===== src/rtl/artix_spi_pkg.sv =====
// rtl/artix_spi_pkg.sv - frame geometry and FSM state type for the Artix SPI master
package artix_spi_pkg;

    localparam int FRAME_W = 32;
    localparam int ADDR_W  = 7;
    localparam int DATA_W  = 24;
    localparam int RNW_BIT = 31;

    typedef enum logic [2:0] {
        IDLE  = 3'd0,
        SETUP = 3'd1,
        SHIFT = 3'd2,
        HOLD  = 3'd3,
        GAP   = 3'd4
    } spi_state_t;

endpackage


===== src/rtl/artix_spi_master_if.sv =====
// rtl/artix_spi_master_if.sv - register-bank side of the Artix SPI master
interface artix_spi_master_if;
    import artix_spi_pkg::*;

    logic                strobe_i;
    logic                rnw_i;
    logic [ADDR_W-1:0]   addr_i;
    logic [DATA_W-1:0]   wdata_i;
    logic                busy_o;
    logic                done_o;
    logic [FRAME_W-1:0]  rdata_o;
    logic                overrun_o;

    // master = register bank, slave = SPI engine
    modport master (
        output strobe_i, rnw_i, addr_i, wdata_i,
        input  busy_o, done_o, rdata_o, overrun_o
    );

    modport slave (
        input  strobe_i, rnw_i, addr_i, wdata_i,
        output busy_o, done_o, rdata_o, overrun_o
    );

endinterface


===== src/rtl/spi_sclk_div.sv =====
// rtl/spi_sclk_div.sv - SCLK half-period divider producing rise/fall ticks while enabled
module spi_sclk_div #(
    parameter int CLK_DIV = 4
) (
    input  logic aclk,
    input  logic aresetn,
    input  logic en,
    output logic rise_tick,
    output logic fall_tick
);
    localparam int DIV_W = $clog2(CLK_DIV);

    logic [DIV_W-1:0] cnt;
    logic             phase;
    logic             term;

    // phase 0 = SCLK low half, phase 1 = SCLK high half
    assign term      = en && (cnt == DIV_W'(CLK_DIV - 1));
    assign rise_tick = term && !phase;
    assign fall_tick = term && phase;

    always_ff @(posedge aclk or negedge aresetn) begin
        if (!aresetn) begin
            cnt   <= '0;
            phase <= 1'b0;
        end else if (!en) begin
            cnt   <= '0;
            phase <= 1'b0;
        end else if (term) begin
            cnt   <= '0;
            phase <= ~phase;
        end else begin
            cnt   <= cnt + 1'b1;
        end
    end

endmodule


===== src/rtl/artix_spi_master.sv =====
// rtl/artix_spi_master.sv - SPI mode 0 master serialising {rnw, addr, data} frames to the Artix
module artix_spi_master
    import artix_spi_pkg::*;
#(
    parameter int CLK_DIV  = 4,
    parameter int CS_SETUP = 2,
    parameter int CS_HOLD  = 2,
    parameter int CS_GAP   = 4
) (
    input  logic               aclk,
    input  logic               aresetn,
    artix_spi_master_if.slave  regs,
    output logic               spi_sclk_o,
    output logic               spi_cs_n_o,
    output logic               spi_mosi_o,
    input  logic               spi_miso_i
);
    localparam int CNT_W = 16;
    localparam int BIT_W = $clog2(FRAME_W);

    spi_state_t          state;
    logic [CNT_W-1:0]    cnt;
    logic [BIT_W-1:0]    bit_cnt;
    logic [FRAME_W-1:0]  shreg;
    logic [DATA_W-1:0]   capture;
    logic [FRAME_W-1:0]  rdata;
    logic                rnw_q;
    logic                strobe_q;
    logic                launch;
    logic                busy;
    logic                done;
    logic                overrun;
    logic                rise_tick;
    logic                fall_tick;

    assign launch = regs.strobe_i & ~strobe_q;

    spi_sclk_div #(
        .CLK_DIV (CLK_DIV)
    ) u_sclk_div (
        .aclk      (aclk),
        .aresetn   (aresetn),
        .en        (state == SHIFT),
        .rise_tick (rise_tick),
        .fall_tick (fall_tick)
    );

    always_ff @(posedge aclk or negedge aresetn) begin
        if (!aresetn) begin
            state      <= IDLE;
            cnt        <= '0;
            bit_cnt    <= '0;
            shreg      <= '0;
            capture    <= '0;
            rdata      <= '0;
            rnw_q      <= 1'b0;
            strobe_q   <= 1'b0;
            busy       <= 1'b0;
            done       <= 1'b0;
            overrun    <= 1'b0;
            spi_sclk_o <= 1'b0;
            spi_cs_n_o <= 1'b1;
            spi_mosi_o <= 1'b0;
        end else begin
            strobe_q <= regs.strobe_i;
            unique case (state)
                IDLE: begin
                    if (launch) begin
                        shreg      <= {regs.rnw_i, regs.addr_i, regs.wdata_i};
                        rnw_q      <= regs.rnw_i;
                        spi_mosi_o <= regs.rnw_i;
                        spi_cs_n_o <= 1'b0;
                        busy       <= 1'b1;
                        overrun    <= 1'b0;
                        cnt        <= '0;
                        bit_cnt    <= '0;
                        state      <= SETUP;
                    end
                end
                SETUP: begin
                    if (cnt == CNT_W'(CS_SETUP - 1)) begin
                        cnt   <= '0;
                        state <= SHIFT;
                    end else begin
                        cnt <= cnt + 1'b1;
                    end
                end
                SHIFT: begin
                    if (rise_tick) begin
                        spi_sclk_o <= 1'b1;
                        capture    <= {capture[DATA_W-2:0], spi_miso_i};
                    end
                    // MOSI only moves on falling edges so the slave samples a stable bit
                    if (fall_tick) begin
                        spi_sclk_o <= 1'b0;
                        shreg      <= {shreg[FRAME_W-2:0], 1'b0};
                        spi_mosi_o <= shreg[FRAME_W-2];
                        bit_cnt    <= bit_cnt + 1'b1;
                        if (bit_cnt == BIT_W'(FRAME_W - 1)) begin
                            state <= HOLD;
                        end
                    end
                end
                HOLD: begin
                    if (cnt == CNT_W'(CS_HOLD - 1)) begin
                        cnt        <= '0;
                        spi_cs_n_o <= 1'b1;
                        spi_mosi_o <= 1'b0;
                        state      <= GAP;
                    end else begin
                        cnt <= cnt + 1'b1;
                    end
                end
                GAP: begin
                    cnt <= cnt + 1'b1;
                    // done and rdata become visible together in the final gap cycle
                    if (cnt == CNT_W'(CS_GAP - 2)) begin
                        done <= 1'b1;
                        if (rnw_q) begin
                            rdata <= {{(FRAME_W - DATA_W){1'b0}}, capture};
                        end
                    end
                    if (cnt == CNT_W'(CS_GAP - 1)) begin
                        done  <= 1'b0;
                        busy  <= 1'b0;
                        cnt   <= '0;
                        state <= IDLE;
                    end
                end
                default: state <= IDLE;
            endcase
            if (launch && busy) begin
                overrun <= 1'b1;
            end
        end
    end

    assign regs.busy_o    = busy;
    assign regs.done_o    = done;
    assign regs.rdata_o   = rdata;
    assign regs.overrun_o = overrun;

endmodule


===== src/flat_wrapper.sv =====
// flat-port wrapper written by rule: the top's interface ports become plain ports
module artix_spi_master_flat import artix_spi_pkg::*;
#(
    parameter int CLK_DIV  = 4,
    parameter int CS_SETUP = 2,
    parameter int CS_HOLD  = 2,
    parameter int CS_GAP   = 4
)
  (aclk, aresetn, spi_sclk_o, spi_cs_n_o, spi_mosi_o, spi_miso_i, regs_strobe_i, regs_rnw_i, regs_addr_i, regs_wdata_i, regs_busy_o, regs_done_o, regs_rdata_o, regs_overrun_o);
  artix_spi_master_if regs_i ();
  input  logic aclk;
  input  logic aresetn;
  output logic spi_sclk_o;
  output logic spi_cs_n_o;
  output logic spi_mosi_o;
  input  logic spi_miso_i;
  input wire logic [$bits(regs_i.strobe_i)-1:0] regs_strobe_i;
  input wire logic [$bits(regs_i.rnw_i)-1:0] regs_rnw_i;
  input wire logic [$bits(regs_i.addr_i)-1:0] regs_addr_i;
  input wire logic [$bits(regs_i.wdata_i)-1:0] regs_wdata_i;
  output wire logic [$bits(regs_i.busy_o)-1:0] regs_busy_o;
  output wire logic [$bits(regs_i.done_o)-1:0] regs_done_o;
  output wire logic [$bits(regs_i.rdata_o)-1:0] regs_rdata_o;
  output wire logic [$bits(regs_i.overrun_o)-1:0] regs_overrun_o;
  assign regs_i.strobe_i = regs_strobe_i;
  assign regs_i.rnw_i = regs_rnw_i;
  assign regs_i.addr_i = regs_addr_i;
  assign regs_i.wdata_i = regs_wdata_i;
  assign regs_busy_o = regs_i.busy_o;
  assign regs_done_o = regs_i.done_o;
  assign regs_rdata_o = regs_i.rdata_o;
  assign regs_overrun_o = regs_i.overrun_o;
  artix_spi_master #(.CLK_DIV(CLK_DIV), .CS_SETUP(CS_SETUP), .CS_HOLD(CS_HOLD), .CS_GAP(CS_GAP)) u_core (.aclk(aclk), .aresetn(aresetn), .regs(regs_i), .spi_sclk_o(spi_sclk_o), .spi_cs_n_o(spi_cs_n_o), .spi_mosi_o(spi_mosi_o), .spi_miso_i(spi_miso_i));
endmodule

===== config.mk =====
export PLATFORM = sky130hd
export DESIGN_NAME = artix_spi_master_flat
export DESIGN_NICKNAME = d
export VERILOG_FILES = /design/src/rtl/artix_spi_pkg.sv /design/src/rtl/artix_spi_master_if.sv /design/src/rtl/spi_sclk_div.sv /design/src/rtl/artix_spi_master.sv /design/src/flat_wrapper.sv
export SDC_FILE = /design/constraint.sdc
export NUM_CORES = 1
export LEC_CHECK = 0
export ABC_AREA = 1
export CAP_MARGIN = 20
export CORE_ASPECT_RATIO = 0.6
export CORE_MARGIN = 5
export CORE_UTILIZATION = 30
export CTS_BUF_LIST = sky130_fd_sc_hd__clkbuf_8
export DETAILED_ROUTE_END_ITERATION = 8
export SLEW_MARGIN = 20
export SYNTH_ARGS = -nofsm -noshare
export SYNTH_HDL_FRONTEND = slang
export SYNTH_SLANG_ARGS = --single-unit

===== constraint.sdc =====
create_clock -name aclk -period 1.4 [get_ports aclk]
set_input_delay 0.28 -clock aclk [delete_from_list [all_inputs] [get_ports aclk]]
set_output_delay 0.28 -clock aclk [all_outputs]
set_load 0.005 [all_outputs]

* Word level (Yosys, flattened, before mapping)
Cells that the tools add are included.
** Storage, ports and cells
- Register bits :: 114
- Bits of input ports :: 36
- Output and inout port bits :: 38
- Logic and storage cells :: 103
** Operators by class
- Add/subtract/negate cells :: 3
- Equality and inequality tests :: 16
- Muxes and demuxes :: 37
- Bitwise gates (word level) :: 3
- Reductions and logical operators :: 28
** Operators with widths (count)
- 31-bit 2-to-1 mux :: 2
- 31-bit one-hot mux with 2 select lines :: 1
- 16-bit 2-to-1 mux :: 3
- 16-bit one-hot mux with 3 select lines :: 1
- 16-bit by 2-bit equality test with 1-bit output, second input constant :: 2
- 3-bit 2-to-1 mux :: 6
- 16-bit by 1-bit adder with 16-bit output, second input constant :: 1
- 16-bit by 1-bit equality test with 1-bit output, second input constant :: 1
- 1-bit 2-to-1 mux :: 15
- 3-bit one-hot mux with 5 select lines :: 1
- 2-bit by 1-bit inequality test with 1-bit output, second input constant :: 7
- 2-bit nonzero test :: 7
- 2-bit AND reduction :: 6
- 3-bit AND reduction :: 4
- 5-bit 2-to-1 mux :: 2
- 5-bit one-hot mux with 2 select lines :: 1
- 3-bit by 2-bit equality test with 1-bit output, second input constant :: 2
- 6-bit AND reduction :: 1
- 3-bit nonzero test :: 2
- 5-bit by 1-bit adder with 5-bit output, second input constant :: 1
- 5-bit equality test, second input constant :: 1
- 1-bit logical AND :: 4
- 2-bit 2-to-1 mux :: 2
- 1-bit one-hot mux with 2 select lines :: 2
- 11 further kinds :: 12

* Longest topological paths before layout
Gate-level depths: netlist of run 1.
- Word-level depth :: 5
- Mapped depth :: 9
- Mapped depth without buffers :: 9

* Hierarchy
Synthesis of run 1 repeated with hierarchy kept, for this count alone.
** Unflattened totals
- Cell total of the unflattened synthesis :: 613
- Area total of the unflattened synthesis :: 5315.1 µm²
** By module, submodules not included
- artix_spi_master :: times used 1, cells each 597, area an instance 5180.0 µm²
- spi_sclk_div :: times used 1, cells each 16, area an instance 135.1 µm²

* Least setup slack after synthesis of run 1
OpenSTA, ideal clock, no wires.
- Path type :: register to register
- Start point :: reg u_core.cnt[2]
- End point :: reg u_core.rdata[10] (netlist: u_core.regs.rdata_o[10])
- Setup time :: 121 ps
- Arrival time :: 1303 ps
- Data required time :: 1279 ps
- Slack :: -23 ps
- Stages on the path, launching flop included :: 9
- Path buffers :: 2
- Period minus slack after synthesis :: 1423 ps
- Cells stage by stage :: dfrtp_1 buf_4 nor2_4 nand2_1 nor2_1 nand4_4 buf_2 nand2_1 o21ai_1
** On the way
- Word-level cells in the longest chain between the ends :: 2
** Ends and longest elaborated chain
- from (decl) :: RTL line artix_spi_master.sv:22 : logic [CNT_W-1:0] cnt;
- from (signal assigned) :: RTL line artix_spi_master.sv:85 : cnt <= cnt + 1'b1;
- from (signal assigned) :: RTL line artix_spi_master.sv:111 : cnt <= cnt + 1'b1;
- from (signal assigned) :: RTL line artix_spi_master.sv:115 : cnt <= cnt + 1'b1;
- 16-bit by 2-bit equality test with 1-bit output :: RTL line artix_spi_master.sv:117 : if (cnt == CNT_W'(CS_GAP - 2)) begin
- 3-bit AND reduction (no source line)
- to (signal assigned) :: RTL line artix_spi_master.sv:120 : rdata <= {{(FRAME_W - DATA_W){1'b0}}, capture};
- to (decl) :: RTL line artix_spi_master.sv:26 : logic [FRAME_W-1:0] rdata;
No other way between the ends.
A chain may end at the register's enable or synchronous reset.

* Worst setup path in the final report of run 1
- Start point :: reg u_core.u_sclk_div.cnt[0]
- End point :: reg u_core.capture[10]
** On the way
- Word-level cells in the longest chain between the ends :: 4
** Ends and longest elaborated chain
- from (decl) :: RTL line spi_sclk_div.sv:13 : logic [DIV_W-1:0] cnt;
- from (signal assigned) :: RTL line spi_sclk_div.sv:33 : cnt <= cnt + 1'b1;
- 2-bit equality test :: RTL line spi_sclk_div.sv:18 : assign term = en && (cnt == DIV_W'(CLK_DIV - 1));
- 1-bit logical AND :: RTL line spi_sclk_div.sv:18
- 1-bit logical AND :: RTL line spi_sclk_div.sv:19 : assign rise_tick = term && !phase;
- 2-bit AND reduction (no source line)
- to (signal assigned) :: RTL line artix_spi_master.sv:91 : capture <= {capture[DATA_W-2:0], spi_miso_i};
- to (decl) :: RTL line artix_spi_master.sv:25 : logic [DATA_W-1:0] capture;
No other way between the ends.

==> impl_results.md, run 1 <==
- Initial antenna violation count: 0
- Gr usage total: 0.144
- Clock sinks: 114
- DR WL/cell: roughly 14 microns
- DPL Wire Length: roughly 9.0 mm
- Clock-pin slew on the worst setup and hold paths: ~0.080 ns
- Final #Nets: about 850
- Initial DRC Count: 356
- Worst-path cell chain: ha_2 -> buf_4 -> buf_4 -> inv_2 -> nor2_4 -> nand2_8 -> clkbuf_16 -> nand2_2 -> o21ai_1
- Largest net degree at the start of global routing: 43
- Reg-to-reg endpoint: u_core.capture[10]
- Vias in the first global route: ~5000
- Setup violators final: just over 100
- Setup WS post-layout: -0.173 ns
- Htree depth: 4
- First-pass GRT wire length: 24.5 mm
- Crit path DAT: approximately 1.9 ns
- Die W: ~180 microns
- Area after DPL: 6760 sq um
- Synth Instances: about 630
- Startpoint Class: flop
- Highest clock rate: approximately 0.64 GHz
- Grt ovf: 0
- Clock tree buffer depth: 2
- Largest stage delay, worst path: roughly 0.40 ns
- Crit-path most repeated cell: buf_4
- Met3 WL post-DR: ~850 microns
- # diodes: 0
- CTS Buf Count: 17
- Failing checks: negative setup slack
- Syn Std Cell Area: 5420 sq um
- WP buf/inv: 4
- #FFs+latches synth: approximately 110
- Final period demand of the worst path: roughly 1.6 ns
- PwrDens: ~770 nW/um^2
- CP endpoint kind: flop
- Final Instance Area: approximately 8600 sq um
- Critical path fanouts, max: 8
- DRT Pass-1 Iters: 5
- Critical path type: reg -> reg
- Area occupied by multi-input gates: around 2600 sq um
- Worst VDD drop: 0.490 mV
- Final Util: 0.484
- LEAKAGE: just over 4 nW
- CTS Root Cell: clkbuf_8
- M1 WL: around 7.4 mm
- Initial Utilization: 0.303
- WL final: ~15 mm
- Core ar.: ~18000 sq um
- Synth cell types: 38
- Later-pin clock latency in the skew report: between 0.4 and 0.5 ns
- Hold WC Path Type: in -> async
- Maxcap violations: 0
- Pins over their slew limit: 0
- Avg Cell Area, Syn: roughly 8.7 sq um
- Boundary pin count: 74
- Final clock skew: about 0.022 ns
- Die area: roughly 21000 sq um
- Overall power: roughly 6.7 mW
- WL met2: about 6.8 mm
- CTS tree: done
- DR DRC count: 0
- Row cnt: 38
- Reg2Reg Depth: 9
- CP required: about 1.7 ns
- Unrepaired setup endpoints after global routing: yes
- Gpl congestion: 0.804
- Vias: just under 5000
- Slowest CP cell: dfrtp_1
- Top Layer Used: met4
- Final period util: 1.12
- Number of synthesized flops with an enable pin: 0
- Synth Flop Type: dfrtp_1
- Synth-to-Final Area Change: 59.7%
- Filler Cells Inserted: between 1500 and 2000
- IO buf count: 65
- R2R Setup Slk: -0.17 ns
- Family with the most delay on the worst path: buffers and inverters
- Async set-reset flop share out of synthesis: 1.00
- Run status: finished, violations left
- Final hold violation count: 0
- RR Startpoint: u_core.u_sclk_div.cnt[0]
- Sequential share of the synthesized area: 0.527
- Routed Antenna Nets: 0
- Die height: about 110 microns
- Via density: 4.66
- Ratio of cells with drive above 1 in the final layout: 0.367
- Syn. warnings: 0
- Storage element area: 2860 sq um
==> power by group <==
group,internal (mW),switching (mW),total [mW]
logic,0.115,0.113,0.228
clock network,1.50,1.66,3.15
registers,3.30,0.00779,3.31
total,4.91,1.78,6.69
==> layout make-up <==
class / instances / share of cell area
Multi-Input combinational cell: 404 / 0.305
Timing Repair Buffer: 191 / 0.243
Inverter: 82 / 0.0391
Tap cell: 240 / 0.0347
Sequential cell: 114 / 0.331
Clock inverter: 15 / 0.0194
Timing Repair inverter: 1 / 0.00188
Clock buffer: 17 / 0.0271
==> what timing repair did <==
| action | in CTS | in global routing |
|---|---|---|
| setup buffers | 39 | 12 |
| resized for setup | 169 | 148 |
| endpoints found under the hold margin | 90 | 0 |
| pin swaps | 29 | 44 |
| hold buffers | 1 | 0 |
| cloned | 12 | 5 |
| setup endpoints to repair | 122 | 132 |
==> cells in the final DEF, fill, tap and decap left out, drive strengths merged <==
master,Yosys,layout
dlygate4sd2,0,5
nand2,164,164
clkdlybuf4s50,0,34
dfrtp,113,113
o31ai,1,1
o211ai,36,36
dfstp,1,1
nand3b,1,1
a22o,1,1
inv,82,91
clkdlybuf4s15,0,24
nand3,37,37
o22ai,2,2
nand4,7,7
xor2,5,5
a21oi,3,3
o21a,1,1
conb,1,8
and3,1,1
dlygate4sd3,0,1
clkbuf,4,22
bufinv,0,1
o21bai,3,3
o21ai,86,86
clkinv,0,4
nor3,4,4
ha,6,6
nor2,37,37
clkinvlp,0,2
buf,28,122
or2,1,1
==> how the worst max path moves through the flow <==
stage,cells after the start,endpoint,slack [ns],startpoint
6_report,9,u_core.capture[10],-0.17,u_core.u_sclk_div.cnt[0]
3_3_place_gp,8,u_core.shreg[27],-0.20,regs_strobe_i
3_5_place_dp,8,u_core.shreg[26],-0.27,regs_strobe_i
4_1_cts,9,u_core.shreg[18],-0.1,u_core.state[2]
5_1_grt,8,u_core.shreg[26],-0.24,u_core.state[2]
2_1_floorplan,7,u_core.capture[10],0.006,u_core.state[2]
==> through the flow <==
stage	setup WS (ns)	cells	setup TNS [ns]	hold WS, ns
2_1_floorplan	0.00578	632	0	-0.0156
4_1_cts	-0.0985	1056	-3.69	0.244
6_report	-0.173	1064	-10.29	0.258
5_1_grt	-0.235	1064	-17.67	0.269
3_3_place_gp	-0.201	973	-9.69	0.159
3_5_place_dp	-0.267	973	-11.91	0.156
==> Yosys cell counts (2+ instances only) <==
cell type,instances,area share
o21ai_1,43,0.040
nand2_4,2,0.0042
xor2_1,5,0.0081
o21ai_0,42,0.039
nand2_1,161,0.11
inv_1,78,0.054
clkbuf_1,3,0.0021
buf_6,8,0.017
ha_1,6,0.014
nand3_1,34,0.031
o22ai_1,2,0.0023
buf_2,10,0.0092
nand4_1,6,0.0069
nor3_1,4,0.0037
nand3_4,2,0.0065
inv_2,3,0.0021
nor2_4,4,0.0083
o211ai_1,36,0.050
nor2_1,32,0.022
o21bai_1,3,0.0042
a21oi_1,3,0.0028
dfrtp_1,113,0.52
buf_4,10,0.014
==> logic make-up after synthesis <==
| kind of cell | synth area share |
|---|---|
| AND/OR/NAND/NOR | 0.207 |
| AO/OA/AOI/OAI | 0.144 |
| buffers and inverters | 0.100 |
| flip-flops | 0.527 |
| adder cells (fa/ha/maj) | 0.0139 |
| XOR/XNOR | 0.00809 |
| other | 0.000692 |
==> flip-flops by register name, summed over array words and instances, names as in the netlist, 2 cells and up <==
name,count
u_core.bit_cnt,5
u_core.capture,24
u_core.cnt,16
u_core.regs.rdata_o,24
u_core.shreg,31
u_core.state,3
u_core.u_sclk_div.cnt,2
==> layer usage <==
layer	up-vias	global-route usage
li1	2423	-
met1	2385	0.211
met2	137	0.212
met3	18	0.0298
met4	0	0.0506
met5	-	0
(Power assumes the default switching activity.)
==> run 2, diff against run 1 <==
--- a/config.mk
+++ b/config.mk
@@ -6,6 +6,7 @@
 export NUM_CORES = 1
 export LEC_CHECK = 0
 export ABC_AREA = 1
+export ABC_CLOCK_PERIOD_IN_PS = 1400
 export CAP_MARGIN = 20
 export CORE_ASPECT_RATIO = 0.6
 export CORE_MARGIN = 5
==> results of run 2 <==
No change in the layout: final DEF, timing and power equal those of run 1.
==> run 3, diff against run 2 <==
--- a/config.mk
+++ b/config.mk
@@ -10,9 +10,10 @@
 export CAP_MARGIN = 20
 export CORE_ASPECT_RATIO = 0.6
 export CORE_MARGIN = 5
-export CORE_UTILIZATION = 30
+export CORE_UTILIZATION = 51
 export CTS_BUF_LIST = sky130_fd_sc_hd__clkbuf_8
 export DETAILED_ROUTE_END_ITERATION = 8
+export PLACE_DENSITY = 0.78
 export SLEW_MARGIN = 20
 export SYNTH_ARGS = -nofsm -noshare
 export SYNTH_HDL_FRONTEND = slang
==> impl_results.md, run 3 (synthesis results as in run 1) <==
- CP required: around 1.7 ns
- Largest net degree at the start of global routing: 31
- First-pass GRT wire length: roughly 26 mm
- Storage element area: approximately 2900 sq um
- CTS Buf Count: 17
- DR WL/cell: 23.2 microns
- Synth-to-Final Area Change: 59.5%
- Later-pin clock latency in the skew report: about 0.46 ns
- WP buf/inv: 3
- Final clock skew: approximately 0.014 ns
- R2R Setup Slk: -0.37 ns
- DRT Pass-1 Iters: 6
- Die height: ~90 microns
- Clock sinks: 114
- DR DRC count: 0
- Final Instance Area: between 8000 and 9000 sq um
- Finished Layout Cells: just under 1000
- CP endpoint kind: flop
- Commonest non-fill, non-tap cell in the layout: dfrtp_1
- Boundary pin count: 74
- Grt ovf: 0
- Failing checks: negative setup slack
- Gr usage total: 0.255
- Area after DPL: approximately 6600 sq um
- Setup WS post-layout: -0.372 ns
- Startpoint Class: flop
- Reg2Reg Depth: 8
- WL final: around 22 mm
- Ratio of cells with drive above 1 in the final layout: 0.411
- Final period demand of the worst path: 1.77 ns
- Crit path DAT: between 2 and 2.5 ns
- Die W: ~140 microns
- Vias: 5973
- Critical path type: reg -> reg
- Initial Utilization: 0.516
- Core ar.: 10500 sq um
- Most frequent cells in the layout: dfrtp_1 (106), nand2_1 (95), buf_4 (87)
- Initial antenna violation count: 1
- Worst hold endpoint: u_core.strobe_q
- Routed Antenna Nets: 0
- Worst-path cell chain: inv_2 -> ha_1 -> inv_2 -> nor2_4 -> nand4_4 -> clkbuf_16 -> nand2_1 -> o21ai_1
- Vias in the first global route: just over 5000
- Maxcap violations: 0
- IO buf count: between 60 and 70
- Placed insts: 868
- Pins over their slew limit: 0
- Clock tree buffer depth: 2
- Hold WC Path Type: in -> reg
- DPL Wire Length: 8.85 mm
- Area occupied by multi-input gates: 2760 sq um
- Highest clock rate: roughly 0.56 GHz
- Via density: approximately 6.2
- Htree depth: 4
- Reg-to-reg endpoint: u_core.regs.rdata_o[22]
- Hold path depth: 1
- Gpl congestion: 0.869
- CTS Root Cell: clkbuf_8
- Worst VDD drop: between 0.5 and 0.6 mV
- Family with the most delay on the worst path: simple AND/OR/NAND/NOR gates
- Filler Cells Inserted: around 460
- Top reg by flops: u_core.shreg
- Row cnt: 29
- Largest stage delay, worst path: around 0.46 ns
- Final period util: 1.27
- LEAKAGE: roughly 4.1 nW
- Run status: finished, violations left
- CTS tree: done
- Hold path start: regs_strobe_i
- Critical path fanouts, max: 10
- Crit-path most repeated cell: inv_2
- PwrDens: between 700 and 800 nW/um^2
- Final #Nets: 859
- Setup violators final: between 100 and 150
- Largest register FFs: 31
- Initial DRC Count: around 780
- RR Startpoint: u_core.cnt[0]
- Final hold violation count: 0
- Clock-pin slew on the worst setup and hold paths: roughly 0.08 ns
- Unrepaired setup endpoints after global routing: yes
- Final Util: 0.824
- Slowest CP cell: dfrtp_2
- Die area: around 13000 sq um
[run 3: changes by cell type in the layout (fill, tap and decap cells not counted), moves of 4 or more]
cell and change:
buf_4 +15, nand2_4 +14, dfrtp_2 +4, dfrtp_1 -4, clkdlybuf4s15_1 -5, buf_6 -5, nand2_2 +7, o21ai_2 +6
nand2_1 -19, o21ai_0 -4
[run 3: worst max-delay path by stage]
stage               startpoint                      end  slack, ns  cells after the start
2_1_floorplan  u_core.state[2]       u_core.capture[10]      0.006                      7
3_3_place_gp     regs_strobe_i        u_core.bit_cnt[0]      -0.24                      8
3_5_place_dp     regs_strobe_i         u_core.shreg[15]      -0.32                      8
4_1_cts        u_core.state[1]          u_core.shreg[9]      -0.08                      9
5_1_grt          u_core.cnt[0]  u_core.regs.rdata_o[22]      -0.41                      8
6_report         u_core.cnt[0]  u_core.regs.rdata_o[22]      -0.37                      8
[run 3: timing repair]
item / CTS / global route
hold endpoints to repair: 21 / 0
resized for setup: 149 / 200
buffers inserted: 27 / 27
setup endpoints to repair: 125 / 131
pin swaps: 26 / 34
hold buffers: 1 / 0
gates cloned: 9 / 9
[run 3: worst register-to-register path, delay by kind of cell (launching register included)]
kind                     cells  cell delay [ns]
AO/OA/AOI/OAI                1             0.09
adder cells (fa/ha/maj)      1             0.20
buffers and inverters        3             0.43
flip-flops                   1             0.46
AND/OR/NAND/NOR              3             0.47
[run 3: layout make-up]
type | count | share of cell area
sequential | 114 | 0.331
inverter | 82 | 0.0390
antenna | 1 | 0.000290
clock buffer | 18 | 0.0287
multi-input combinational | 404 | 0.320
timing repair buffer | 198 | 0.244
clock inverter | 14 | 0.0167
tap | 139 | 0.0201
[run 3: through the flow]
step	hold WS [ns]	TNS, ns	power, mW	setup WS [ns]
after global placement	0.230	-8.69	3.59	-0.238
after detailed placement	0.227	-12.55	3.59	-0.322
after floorplan	-0.0156	0	3.41	0.00578
after global routing	0.277	-23.67	6.93	-0.407
final	0.295	-19.35	6.78	-0.372
after CTS	0.300	-1.98	6.64	-0.0777
[run 3: where the power goes]
part	leakage (nW)	switching (mW)	internal (mW)
clock	0.194	1.72	1.51
combinational	2.54	0.124	0.118
sequential	1.37	0.0106	3.30
[run 3: per-layer routing]
| layer | share of wire | GRT usage |
|---|---|---|
| met1 | 0.36 | 0.350 |
| met2 | 0.47 | 0.392 |
| met3 | 0.10 | 0.0610 |
| met4 | 0.066 | 0.103 |
| met5 | 0 | 0 |
==> RTL change 1: new RTL, settings of run 1 <==
Set the localparam `CNT_W` to 32 (it was 16).
--- a/src/rtl/artix_spi_master.sv
+++ b/src/rtl/artix_spi_master.sv
@@ -15,7 +15,7 @@
     output logic               spi_mosi_o,
     input  logic               spi_miso_i
 );
-    localparam int CNT_W = 16;
+    localparam int CNT_W = 32;
     localparam int BIT_W = $clog2(FRAME_W);
 
     spi_state_t          state;
Check against the original RTL: no difference found for any inputs over 10 cycles, from zero or initial values and one cycle with aresetn low; that may be too few to reach the edited logic, so the function may still have changed.
==> RTL change 1 against run 1 <==
The run still ends with negative setup slack left; area after synthesis grew 22%; total power increased by 7.5%; design area up 21%; sequential cell count increased by 16; routed wire length up 41%; critical path depth up 2; worst hold slack better by 0.032 ns; worst setup slack got worse by 0.16 ns; critical endpoint is now u_core.shreg[20]; largest cell class is now multi-input gates.
==> RTL change 1: results (changes against run 1) <==
status finished with violations; failing checks negative setup slack; Placed Area 0.00845 mm^2 (+25%); dpl hpwl 12900 um (+44%); Leak 5.04 nW (+25%); Post-CTS Hold Buffers 1 (unchanged); total track usage 17.1% (+2.7 points); clock share of power 44.5% (-2.6 points); Post-CTS Setup Inserts 41 (+5.1%); Crit Path Class flop to flop; Clock Skew 0.0167 ns (-0.00531 ns); ANT cells 0 (unchanged); Worst R2R Start u_core.state[0]; Seq pwr share 52.2% (+2.7 points); Synth area leaders dfrtp_1, nand2_1, o21ai_0, nor2_1, o211ai_1; nets 1060 (+24%); Fillers 1944 (+20%); worst setup margin -0.329 ns (-0.156 ns); post-synthesis sequential area ratio 49.4% (-3.3 points); largest net degree at the start of global routing 30 (-30%); Peak VDD IR 0.578 mV (+18%); Critical-path top delay cell dfrtp_1; initial drt markers 551 (+55%); Pint 5.51 mW (+12%); critical path capture point u_core.shreg[20]; Worst EP arrival 2.05 ns (+0.16 ns); TritonRoute pass-1 iters 5 (unchanged); root buf cell clkbuf_8; commonest cells in the synthesized netlist nand2_1, dfrtp_1, nor2_1; CTS Buffer Depth 2 (unchanged); global-route wire length before repair 34700 um (+42%); Routed WL 21600 um (+41%); Synth Area in Adders 1.14% (-0.25 points); CTS resizes 285 (+69%); Avg WL per Cell 16.4 um (+14%); share of layout cells above drive strength 1 41.4% (+4.7 points); critical path's top delay family buffers and inverters; Async SR Flop Fraction 100% (unchanged); mux cell area share after synthesis 4.48% (+4.5 points); dpl ws -0.609 ns (-0.342 ns); post-synthesis compound-gate area fraction 12.5% (-1.9 points); Worst Hold Class primary input to asynchronous set/reset pin; mean area per synthesized cell 8.42 um^2 (-2.8%); setup_tns -26.86 ns (-16.57 ns); IO Port Bufs 65 (unchanged); XOR/XNOR Fraction of Synth Area 1.33% (+0.52 points); routability congestion estimate 0.947 (+18%); Final setup viols 126 (+24%); Synth cell types 40 (+5.3%); reg2reg path depth 11 (+2); crit path max fanout 6 (-2); P_comb 0.236 mW (+4%); H-tree depth 4 (unchanged); biggest registers after layout u_core.cnt x32, u_core.shreg x31; Worst path max stage delay 0.42 ns (+0.02 ns); Vias/cell 4.88 (+4.6%); placed cells 1216 (+25%); vias in the first global route 6173 (+26%); Synth warnings 0 (unchanged)
==> RTL change 1: worst min-delay path by stage <==
stage	from	to	slack, ns	cells after the start
finish	aresetn	u_core.shreg[13]	0.29	2
global route	aresetn	u_core.shreg[13]	0.29	2
CTS	aresetn	u_core.cnt[17]	0.27	2
detailed placement	aresetn	u_core.shreg[13]	0.18	1
global placement	aresetn	u_core.shreg[13]	0.17	1
floorplan	aresetn	u_core.bit_cnt[0]	-0.02	0
==> RTL change 1: area by class of cell <==
type / count / area [um^2] / share of cell area [%]
multi-input combinational: 552 / 3700 / 35.3
sequential: 130 / 3260 / 31.1
timing repair buffer: 240 / 2460 / 23.5
tap: 286 / 358 / 3.42
inverter: 77 / 318 / 3.03
clock buffer: 19 / 262 / 2.50
clock inverter: 12 / 118 / 1.12
==> RTL change 1: routing by layer <==
layer  vias up  GRT usage [%]  routed length, um
li1       3028              -                  -
met1      3146           27.2              10900
met2       230           23.1               9090
met3        17           3.93               1470
met4         0           3.57                149
met5         -              0                  0
==> RTL change 2: new RTL, flow settings as in run 1 <==
Without the edit above. Register the input `spi_miso_i` before use, with the module's reset. The logic sees it one clock later. The other inputs are not delayed to match.
--- a/src/rtl/artix_spi_master.sv
+++ b/src/rtl/artix_spi_master.sv
@@ -17,6 +17,16 @@
 );
     localparam int CNT_W = 16;
     localparam int BIT_W = $clog2(FRAME_W);
+
+    logic spi_miso_q;
+
+    always_ff @(posedge aclk or negedge aresetn) begin
+        if (!aresetn) begin
+            spi_miso_q <= '0;
+        end else begin
+            spi_miso_q <= spi_miso_i;
+        end
+    end
 
     spi_state_t          state;
     logic [CNT_W-1:0]    cnt;
@@ -88,7 +98,7 @@
                 SHIFT: begin
                     if (rise_tick) begin
                         spi_sclk_o <= 1'b1;
-                        capture    <= {capture[DATA_W-2:0], spi_miso_i};
+                        capture    <= {capture[DATA_W-2:0], spi_miso_q};
                     end
                     // MOSI only moves on falling edges so the slave samples a stable bit
                     if (fall_tick) begin
Function: same outputs for any inputs over 10 cycles, from zero or initial values and one cycle with aresetn low; that may be too few to reach the edited logic, so the function may still have changed.
==> RTL change 2 against run 1 <==
The flow still finishes with violations (negative setup slack); maximum frequency shrank 2.0%; sequential cell count is 1 higher; routed wire length is 22% higher; design area grew 7.7%; worst setup slack worse by 0.032 ns; worst hold slack better by 0.064 ns; area after synthesis is 2.1% higher; critical path type unchanged.
Power is not compared: it rests on default switching activity, and its combinational part moved more than twofold at a synthesized area within 25%.
==> RTL change 2: results (changes against run 1) <==
crit path max fanout 6 (-2); status finished with violations; largest net degree at the start of global routing 30 (-30%); Synth cell types 31 (-18%); initial drt markers 392 (+10%); post-synthesis sequential area ratio 52.0% (-0.66 points); Routed WL 18700 um (+22%); Final Core Density 51.5% (+3.2 points); WL met2 8270 um (+21%); Vias/cell 4.75 (+1.9%); nets 930 (+9.0%); share of layout cells above drive strength 1 44.8% (+8.2 points); Synth area leaders dfrtp_1, nand2_1, nand3_1, o21ai_0, inv_1; met3 routed WL 1000 um (+17%); Worst R2R Start u_core.cnt[15]; vias in the first global route 5059 (+3.5%); commonest cells in the synthesized netlist nand2_1, dfrtp_1, inv_1; total track usage 15.6% (+1.2 points); Met1 Wirelength 9310 um (+25%); Clock Skew 0.0191 ns (-0.00282 ns); Worst path max stage delay 0.43 ns (+0.03 ns); Worst Hold Class primary input to flop; worst hold path cell count 1; failing checks negative setup slack; Final setup viols 103 (+0.98%); Placed Area 0.00690 mm^2 (+2.0%); Worst EP arrival 1.93 ns (+0.04 ns); worst setup margin -0.204 ns (-0.0317 ns); routability congestion estimate 0.830 (+3.3%); dpl hpwl 9980 um (+11%); global-route wire length before repair 26300 um (+7.6%)
-- RTL change 2: through the flow --
step	setup WS (ns)	hold WS (ns)	std cells	TNS [ns]
6_report	-0.204	0.322	1141	-12.20
5_1_grt	-0.258	0.319	1141	-18.41
4_1_cts	-0.213	0.312	1121	-9.31
3_5_place_dp	-0.325	0.247	1037	-19.39
3_3_place_gp	-0.284	0.243	1037	-19.16
2_1_floorplan	-0.0267	-0.0156	698	-0.0431
-- RTL change 2: timing repair --
item / 4_1_cts / 5_1_grt
pin swaps: 42 / 56
endpoints found under the hold margin: 20 / 0
gates cloned: 13 / 8
setup buffers: 40 / 24
hold buffers: 1 / 0
gates resized for setup: 160 / 263
setup endpoints to repair: 103 / 128
-- RTL change 2: power by group through the flow --
stage / registers [mW] / clock network [mW] / logic [mW]
3_3_place_gp: 4.29 / 0 / 4.23
5_1_grt: 4.36 / 3.23 / 9.98
6_report: 4.31 / 3.04 / 9.33
4_1_cts: 4.26 / 3.07 / 7.68
2_1_floorplan: 4.25 / 0 / 2.83
3_5_place_dp: 4.30 / 0 / 4.29
-- RTL change 2: cell type report --
| cell class | count | area (um^2) | share of cell area [%] |
|---|---|---|---|
| inverters | 73 | 279 | 3.00 |
| clock buffers | 17 | 234 | 2.51 |
| well taps | 240 | 300 | 3.22 |
| clock inverters | 15 | 145 | 1.56 |
| multi-input cells | 474 | 3150 | 33.8 |
| repair buffers | 207 | 2320 | 24.9 |
| flip-flops and latches | 115 | 2880 | 31.0 |
-- RTL change 2: cells by family (layout without fill, tap and decap cells) --
| kind of cell | after synthesis | in the layout | share of synthesized area [%] |
|---|---|---|---|
| muxes | 1 | 1 | 0.181 |
| adders and majority gates | 6 | 6 | 1.36 |
| AOI/OAI and AO/OA | 96 | 96 | 9.14 |
| and+or+nand+nor | 357 | 358 | 27.3 |
| buffers and inverters | 110 | 312 | 9.16 |
| other | 1 | 8 | 0.0678 |
| xor gates and xnor gates | 5 | 5 | 0.792 |
| DFF | 115 | 115 | 52.0 |
-- RTL change 2: metal layers --
layer / global-route usage [%] / vias to the layer above
li1: - / 2584
met4: 3.08 / 0
met5: 0 / -
met1: 24.3 / 2669
met2: 21.9 / 150
met3: 3.70 / 19
-- RTL change 2: worst min-delay path by stage --
stage | start | to | slack [ns]
final | regs_strobe_i | u_core.strobe_q | 0.32
after global routing | spi_miso_i | u_core.spi_miso_q | 0.32
after CTS | spi_miso_i | u_core.spi_miso_q | 0.31
after detailed placement | aresetn | u_core.state[2] | 0.25
after global placement | aresetn | u_core.cnt[1] | 0.24
after floorplan | aresetn | u_core.bit_cnt[0] | -0.02
-- RTL change 2: critical path: cells and delay by family, from the launching register on --
family                 cells  cell delay, ns
buffers and inverters      3            0.43
DFF                        1            0.43
and+or+nand+nor            6            0.63
